File: src/rtl/uart_tx_dev.sv
// uart_tx_dev: memory-mapped 8N1 UART transmitter with a TX FIFO and a level IRQ.
// Defining UART_PARITY_EN inserts a parity bit (CTRL bit2: 0=even, 1=odd).
module uart_tx_dev #(
  parameter logic [31:0] BASE_ADDR   = 32'h0000_7F30,
  parameter int          FIFO_DEPTH  = 4,
  parameter logic [15:0] DEFAULT_DIV = 16'd434
) (
  input  logic        clk,
  input  logic        reset,
  input  logic [29:0] Addr,
  input  logic        WE,
  input  logic [31:0] Din,
  output logic [31:0] Dout,
  output logic        IRQ,
  output logic        txd
);
  localparam int AW = $clog2(FIFO_DEPTH);
  localparam int CW = AW + 1;
  localparam logic [AW-1:0] PTR_ONE  = AW'(1'b1);
  localparam logic [CW-1:0] CNT_ONE  = CW'(1'b1);
  localparam logic [CW-1:0] CNT_FULL = CW'(FIFO_DEPTH);

  typedef enum logic [2:0] {
    S_IDLE   = 3'd0,
    S_START  = 3'd1,
    S_DATA   = 3'd2,
    S_PARITY = 3'd3,
    S_STOP   = 3'd4
  } state_t;

  function automatic logic parity_bit(input logic [7:0] data, input logic odd);
    return (^data) ^ odd;
  endfunction

  logic [7:0]    fifo_r [FIFO_DEPTH];
  logic [AW-1:0] wptr_r, rptr_r;
  logic [CW-1:0] count_r;
  logic          ovf_r, irq_r, txd_r, par_r, par_n, txd_n;
  logic [2:0]    ctrl_r, bit_r, bit_n;
  logic [15:0]   div_r, fdiv_r, fdiv_n, cyc_r, cyc_n;
  logic [7:0]    shift_r, shift_n, head_s;
  state_t        state_r, state_n;
  logic          hit_s, empty_s, full_s, busy_s, push_s, push_ok_s, pop_s, bit_end_s;
  logic          wr_status_s, wr_ctrl_s, wr_div_s, unused_din_s;
  logic [3:0]    cnt4_s;
  logic [1:0]    sel_s;

  assign hit_s       = (Addr[29:2] == BASE_ADDR[31:4]);
  assign sel_s       = Addr[1:0];
  assign push_s      = WE && hit_s && (sel_s == 2'd0);
  assign wr_status_s = WE && hit_s && (sel_s == 2'd1);
  assign wr_ctrl_s   = WE && hit_s && (sel_s == 2'd2);
  assign wr_div_s    = WE && hit_s && (sel_s == 2'd3);
  assign empty_s     = (count_r == {CW{1'b0}});
  assign full_s      = (count_r == CNT_FULL);
  assign busy_s      = (state_r != S_IDLE);
  // A full FIFO still accepts a push when the transmitter pops in the same cycle.
  assign push_ok_s   = push_s && (!full_s || pop_s);
  assign head_s      = fifo_r[rptr_r];
  assign bit_end_s   = (cyc_r == (fdiv_r - 16'd1));
  assign cnt4_s      = 4'(count_r);
  assign unused_din_s = ^Din[31:16];
  assign IRQ = irq_r;
  assign txd = txd_r;

  // Register read mux; no hit reads as zero.
  always_comb begin
    Dout = 32'h0000_0000;
    if (hit_s) begin
      case (sel_s)
        2'd1:    Dout = {24'h00_0000, cnt4_s, ovf_r, empty_s, full_s, busy_s};
        2'd2:    Dout = {29'h0000_0000, ctrl_r};
        2'd3:    Dout = {16'h0000, div_r};
        default: Dout = 32'h0000_0000;
      endcase
    end else begin
      Dout = 32'h0000_0000;
    end
  end

  // FIFO storage, pointers, count and the CPU-visible control registers.
  always_ff @(posedge clk or posedge reset) begin
    if (reset) begin
      for (int i = 0; i < FIFO_DEPTH; i++) fifo_r[i] <= 8'h00;
      wptr_r  <= {AW{1'b0}};
      rptr_r  <= {AW{1'b0}};
      count_r <= {CW{1'b0}};
      ovf_r   <= 1'b0;
      ctrl_r  <= 3'd0;
      div_r   <= DEFAULT_DIV;
    end else begin
      if (push_ok_s) begin
        fifo_r[wptr_r] <= Din[7:0];
        wptr_r         <= wptr_r + PTR_ONE;
      end
      if (pop_s) rptr_r <= rptr_r + PTR_ONE;
      case ({push_ok_s, pop_s})
        2'b10:   count_r <= count_r + CNT_ONE;
        2'b01:   count_r <= count_r - CNT_ONE;
        default: count_r <= count_r;
      endcase
      if (push_s && !push_ok_s) ovf_r <= 1'b1;
      else if (wr_status_s)     ovf_r <= 1'b0;
`ifdef UART_PARITY_EN
      if (wr_ctrl_s) ctrl_r <= Din[2:0];
`else
      if (wr_ctrl_s) ctrl_r <= {1'b0, Din[1:0]};
`endif
      if (wr_div_s) div_r <= (Din[15:0] == 16'd0) ? 16'd1 : Din[15:0];
    end
  end

  // Transmit FSM state and datapath registers.
  always_ff @(posedge clk or posedge reset) begin
    if (reset) begin
      state_r <= S_IDLE;
      cyc_r   <= 16'd0;
      bit_r   <= 3'd0;
      shift_r <= 8'h00;
      fdiv_r  <= DEFAULT_DIV;
      par_r   <= 1'b0;
      txd_r   <= 1'b1;
      irq_r   <= 1'b0;
    end else begin
      state_r <= state_n;
      cyc_r   <= cyc_n;
      bit_r   <= bit_n;
      shift_r <= shift_n;
      fdiv_r  <= fdiv_n;
      par_r   <= par_n;
      txd_r   <= txd_n;
      irq_r   <= ctrl_r[1] && empty_s && (state_r == S_IDLE);
    end
  end

  // Next-state logic; txd is computed one edge ahead so the line is registered.
  always_comb begin
    state_n = state_r;
    cyc_n   = cyc_r;
    bit_n   = bit_r;
    shift_n = shift_r;
    fdiv_n  = fdiv_r;
    par_n   = par_r;
    txd_n   = txd_r;
    pop_s   = 1'b0;
    case (state_r)
      S_IDLE: begin
        if (ctrl_r[0] && !empty_s) begin
          pop_s   = 1'b1;
          state_n = S_START;
          shift_n = head_s;
          fdiv_n  = div_r;
          par_n   = parity_bit(head_s, ctrl_r[2]);
          cyc_n   = 16'd0;
          txd_n   = 1'b0;
        end else begin
          txd_n = 1'b1;
        end
      end
      S_START: begin
        if (bit_end_s) begin
          state_n = S_DATA;
          cyc_n   = 16'd0;
          bit_n   = 3'd0;
          txd_n   = shift_r[0];
        end else begin
          cyc_n = cyc_r + 16'd1;
        end
      end
      S_DATA: begin
        if (bit_end_s) begin
          cyc_n = 16'd0;
          if (bit_r == 3'd7) begin
`ifdef UART_PARITY_EN
            state_n = S_PARITY;
            txd_n   = par_r;
`else
            state_n = S_STOP;
            txd_n   = 1'b1;
`endif
          end else begin
            bit_n   = bit_r + 3'd1;
            shift_n = {1'b0, shift_r[7:1]};
            txd_n   = shift_r[1];
          end
        end else begin
          cyc_n = cyc_r + 16'd1;
        end
      end
      S_PARITY: begin
        if (bit_end_s) begin
          state_n = S_STOP;
          cyc_n   = 16'd0;
          txd_n   = 1'b1;
        end else begin
          cyc_n = cyc_r + 16'd1;
        end
      end
      S_STOP: begin
        if (bit_end_s) begin
          state_n = S_IDLE;
          cyc_n   = 16'd0;
          txd_n   = 1'b1;
        end else begin
          cyc_n = cyc_r + 16'd1;
        end
      end
      default: begin
        state_n = S_IDLE;
        cyc_n   = 16'd0;
        txd_n   = 1'b1;
      end
    endcase
  end
endmodule

File: config.mk
export PLATFORM = sky130hd
export DESIGN_NAME = uart_tx_dev
export DESIGN_NICKNAME = d
export VERILOG_FILES = /design/src/rtl/uart_tx_dev.sv
export SDC_FILE = /design/constraint.sdc
export NUM_CORES = 1
export LEC_CHECK = 0
export CORE_UTILIZATION = 46
export DETAILED_ROUTE_END_ITERATION = 6
export PLACE_DENSITY = 0.67
export SLEW_MARGIN = 30
export SYNTH_ARGS = -nofsm -noshare
export SYNTH_HDL_FRONTEND = slang
export SYNTH_SLANG_ARGS = --single-unit
File: constraint.sdc
create_clock -name clk -period 4.9 [get_ports clk]
set_clock_uncertainty 0.1 [all_clocks]
set_input_delay 0.49 -clock clk [delete_from_list [all_inputs] [get_ports clk]]
set_output_delay 0.49 -clock clk [all_outputs]
set_load 0.03 [all_outputs]
# --- Word level (Yosys, flattened, before mapping) ---
# Index checks and enable logic that the tools add are counted.
# W data, S select, Z words.
op_classes:
  n_addsub: 7
  n_lt_le_gt_ge: 3
  eq_ne: 21
  n_mux: 37
  bitwise: 2
  n_reduce_logical: 31
op_table:
  columns: ["operator", "count"]
  rows:
  - ["$mux W16", 3]
  - ["$mux W8", 6]
  - ["$pmux W16 S3", 1]
  - ["$bwmux W32", 1]
  - ["$mux W32", 1]
  - ["$pmux W16 S2", 1]
  - ["$eq A28 B11 Y1 const B", 1]
  - ["$mux W3", 8]
  - ["$add A16 B1 Y16 const B", 1]
  - ["$bmux W8 S2", 1]
  - ["$demux W8 S2", 1]
  - ["$eq A16 B16 Y1", 1]
  - ["$logic_not A16 Y1", 1]
  - ["$pmux W8 S2", 1]
  - ["$sub A16 B1 Y16 const B", 1]
  - ["$pmux W3 S5", 1]
  - ["$ne A2 B2 Y1 const B", 6]
  - ["$pmux W3 S2", 2]
  - ["$logic_and A1 B1 Y1", 11]
  - ["$eq A3 B3 Y1 const B", 3]
  - ["$mux W1", 9]
  - ["$reduce_and A4 Y1", 2]
  - ["$reduce_bool A2 Y1", 4]
  - ["$add A3 B1 Y3 const B", 2]
  - ["21 further kinds", 32]
word_totals:
  register_bits: 106
  in_bits: 65
  output_inout_bits: 34
  elab_cells: 118

# --- Longest topological paths before layout ---
logic_depth:
  word_depth: 10
  ltp_mapped: 12

# --- Worst setup path after synthesis ---
# OpenSTA, ideal clock, no wires.
synth_path:
  path_kind: "register to register"
  startpoint: "register fdiv_r[1]"
  endpoint: "register shift_r[0]"
  arrival_ns: 2.949
  setup_slack_ns: 1.726
  path_stages_with_launch: 11
  n_path_buf: 0
  path_cell_list: "dfstp_2 -> inv_1 -> ha_1 -> o21bai_1 -> a211o_1 -> and4_1 -> or3_1 -> nor4_4 -> nand3_4 -> o21ai_4 -> mux2_4"
synth_via:
  elab_chain_cells: 4
synth_lines:
  columns: ["item", "line", "source"]
  rows:
  - ["start: declaration", "40", "logic [15:0] div_r, fdiv_r, fdiv_n, cyc_r, cyc_n;"]
  - ["start signal: assignment", "129", "fdiv_r <= fdiv_n;"]
  - ["$sub A16 B1 Y16", "60", "assign bit_end_s = (cyc_r == (fdiv_r - 16'd1));"]
  - ["$eq A16 B16 Y1", "60", null]
  - ["$ne A2 B2 Y1 (no source line)", null, null]
  - ["$reduce_and A4 Y1 (no source line)", null, null]
  - ["end signal: assignment", "128", "shift_r <= shift_n;"]
  - ["end: declaration", "41", "logic [7:0] shift_r, shift_n, head_s;"]
# No other way between the ends.
# A chain may end at the register's enable or synchronous reset.

# --- Worst setup path in the final report ---
layout_path:
  startpoint: "input Addr[13]"
  endpoint: "output Dout[13]"
layout_via:
  elab_chain_cells: 2
layout_lines:
  columns: ["item", "line", "source"]
  rows:
  - ["start: declaration", "10", "input logic [29:0] Addr,"]
  - ["$eq A28 B11 Y1", "48", "assign hit_s = (Addr[29:2] == BASE_ADDR[31:4]);"]
  - ["$mux W32", "69", "if (hit_s) begin"]
  - ["end: declaration", "13", "output logic [31:0] Dout,"]
# No other way between the ends.

==> summary.txt <==
Power
  • Total power: 1.75 mW
  • Leakage Power: 3.33 nW
  • Sw frac: 0.241
  • P_sw: 0.421 mW
  • Reg power frac: 0.500
  • Pint: 1.33 mW
  • Pwr dens: 245 mW/mm^2
  • Comb power frac: 0.051
  • Maximum VDD drop: 167 uV
  • Clock share of power: 0.449

Hold path
  • Hold path startpoint: div_r[8]
  • Min-Delay Path Class: reg2reg

Synthesis
  • Flops & latches, synth: 106
  • Netlist Area Pre-Place: 0.00612 mm^2
  • XOR/XNOR Fraction of Synth Area: 0.0409
  • Largest family of logic cells by synthesized area: simple AND/OR/NAND/NOR gates
  • Syn avg cell area: 10.8 um^2
  • Post-synthesis mux area share: 0.175
  • Asr flop ratio synth: 1.00
  • Synth warn: 0
  • Synth Instances: 564
  • Synth Area in Adders: 0.0217
  • Library cells used by synthesis: 78
  • Post-Synth Simple-Gate Area: 0.190
  • Ys flop type: dfrtp_1
  • Compound-cell area share of the yosys netlist: 0.0843
  • EDFF count, synth: 0
  • Post-synthesis sequential area ratio: 0.436

Run status
  • Status: completed

Global route
  • Total grt overflow: 0
  • Global Route Usage Sum: 0.207
  • Vias in the first global route: 4,373
  • Initial antenna violation count: 0
  • Largest net degree at the start of global routing: 76
  • First-pass GRT wire length: 22,500 um

Final layout
  • Share of layout cells above drive strength 1: 0.193
  • NumNets Final: 698
  • Fin util: 0.560
  • Most common cell after layout, fill and taps aside: dfrtp_1
  • Area grow syn2layout: 17.0%
  • Most frequent cells in the layout: dfrtp_1 (95), nand2_1 (82), clkdlybuf4s50_1 (66), mux2_2 (56), nor2_1 (30)
  • Antenna cells: 0

Detailed routing
  • Initial drt markers: 231
  • DRT Pass-1 Iters: 5
  • Drt drc: 0
  • DR vias/cell: 5.54
  • ANT nets after route: 0
  • Vias: 4,430
  • WL final: 13,400 um
  • WL per Instance: 16.8 um

Timing
  • Slew HR: 0.467
  • Hold Fails Final Rpt: 0
  • Endpoints failing setup: 0
  • Fin crit period: 4.04 ns
  • Final worst slack: 0.857 ns
  • Tcrit/Tclk final: 0.825
  • Fmax: 0.247 GHz
  • RSZ-0062 raised after global routing: false
  • Worst-margin pin slew: 0.793 ns
  • Setup TNS: 0 ns
  • Final Max Tran Viols: 0

Critical path
  • Setup CP Type: in2out
  • Crit-path most repeated cell: clkdlybuf4s50_1
  • Critical path data arrival time: 3.45 ns
  • Slowest CP cell: or4b_2
  • Max stage delay on crit path: 0.68 ns
  • Startpoint Class: primary input
  • Setup crit end kind: primary output
  • CP cell instances: clkdlybuf4s50_1 > or4b_2 > nor4_2 > nand2_1 > nor2_1 > and2_1 > clkdlybuf4s50_1
  • CP required: 4.31 ns
  • CP max FO: 10
  • CP Launch Point: Addr[13]
  • Critical R2R Launch: fdiv_r[0]

Floorplanning
  • Die ar.: 0.0138 mm^2
  • Starting Density: 0.479
  • # IOs: 99
  • Chip width: 117 um
  • Row Count: 41
  • Core area: 0.0128 mm^2
  • Chip height: 117 um

Clock network
  • Clk pin slew, worst setup/hold paths: 0.08 ns
  • Later-pin clock latency in the skew report: 0.37 ns
  • TritonCTS clock tree: yes
  • # H-tree levels: 3
  • Post-CTS Hold Buffers: 0
  • Clk sinks: 106
  • Root Driver: clkbuf_16
  • CTS buffer count: 9
  • Post-CTS setup buffers: 0
  • Bufs on Longest Clock Path: 2
  • Post-CTS Resized: 0

Run
  • MaxCap Viol Count: 0

Placement
  • GPL Wtd Cong: 0.864
  • Port-buffer cells: 66
  • Dpl ws: 0.861 ns
  • Post-DP HPWL: 9940 um
## state kept, by name, indices dropped and copies added, names as in the netlist
signal   flops
IRQ          1
bit_r        3
count_r      3
ctrl_r       2
cyc_r       16
div_r       16
fdiv_r      16
fifo_r      32
ovf_r        1
rptr_r       2
shift_r      8
state_r      3
txd          1
wptr_r       2
## worst paths after layout
path,end,slack [ns],cells past startpoint
worst min-delay path,fdiv_r[8],0.37,2
max in group asynchronous,div_r[4],3.24,3
worst min register to register,fdiv_r[8],0.37,2
worst max register to register,shift_r[4],1.45,10
worst max-delay path,Dout[13],0.86,7
min in group asynchronous,bit_r[0],0.54,2
## through the flow
step           hold slack (ns)  instances  cell area, um^2
2_1_floorplan            0.337        579             6170
3_3_place_gp             0.352        784             6820
3_5_place_dp             0.362        784             6820
4_1_cts                  0.375        800             7150
5_1_grt                  0.400        800             7150
6_report                 0.370        800             7150
## cell families after synthesis
| family | after synthesis |
|---|---|
| muxes | 83 |
| DFF | 106 |
| xor gates and xnor gates | 27 |
| adders and majority gates | 10 |
| AOI/OAI and AO/OA | 66 |
| and+or+nand+nor | 218 |
| buffers and inverters | 53 |
| other | 1 |
## per-layer routing
metal,up-vias,track usage,wire length [um]
met4,0,0.0666,187
li1,2100,-,-
met3,12,0.0340,578
met1,2203,0.287,6370
met5,-,0,0
met2,115,0.330,6300
## power groups by stage
stage,combinational [mW],clock (mW),sequential (mW)
2_1_floorplan,0.0465,0,0.892
3_3_place_gp,0.0889,0,0.891
3_5_place_dp,0.0906,0,0.891
4_1_cts,0.0908,0.799,0.874
5_1_grt,0.0966,0.833,0.874
6_report,0.0890,0.786,0.874
## cells in the mapped netlist (3+ instances only)
library cell | count | area (um^2)
nor2b_1 | 12 | 75.1
a22o_1 | 6 | 52.6
nand2b_1 | 3 | 18.8
o21ai_0 | 11 | 55.1
mux4_1 | 6 | 158
buf_4 | 18 | 135
dfstp_2 | 11 | 289
nand2_1 | 82 | 308
xnor2_1 | 16 | 140
and2_1 | 9 | 56.3
clkbuf_1 | 9 | 33.8
buf_6 | 4 | 45.0
mux2_4 | 8 | 120
dfrtp_1 | 95 | 2380
or3_1 | 5 | 31.3
a21oi_1 | 12 | 60.1
nand3b_1 | 5 | 37.5
nor2_1 | 30 | 113
ha_1 | 9 | 113
and3_1 | 5 | 31.3
a31oi_1 | 4 | 25.0
o21ai_1 | 5 | 25.0
inv_1 | 17 | 63.8
o31ai_1 | 3 | 22.5
nor4_1 | 10 | 62.6
nand3_1 | 19 | 95.1
xor2_1 | 10 | 87.6
nand4_1 | 5 | 31.3
a21o_1 | 3 | 22.5
nor3_1 | 9 | 45.0
mux2i_1 | 10 | 100
mux2_2 | 56 | 631
## worst max-delay path: cells and delay by family
family / cells / cell delay [ns]
buffers and inverters: 2 / 1.06
AND/OR/NAND/NOR: 5 / 1.90
## final cells by class
class / instances / area [um^2]
Timing Repair Buffer: 69 / 683
Clock inverter: 7 / 103
Fill cell: 1123 / 5620
Tap cell: 172 / 215
Multi-Input combinational cell: 420 / 3190
Inverter: 17 / 68.8
Sequential cell: 106 / 2670
Clock buffer: 9 / 225
Power figures use the tool's default switching activity.
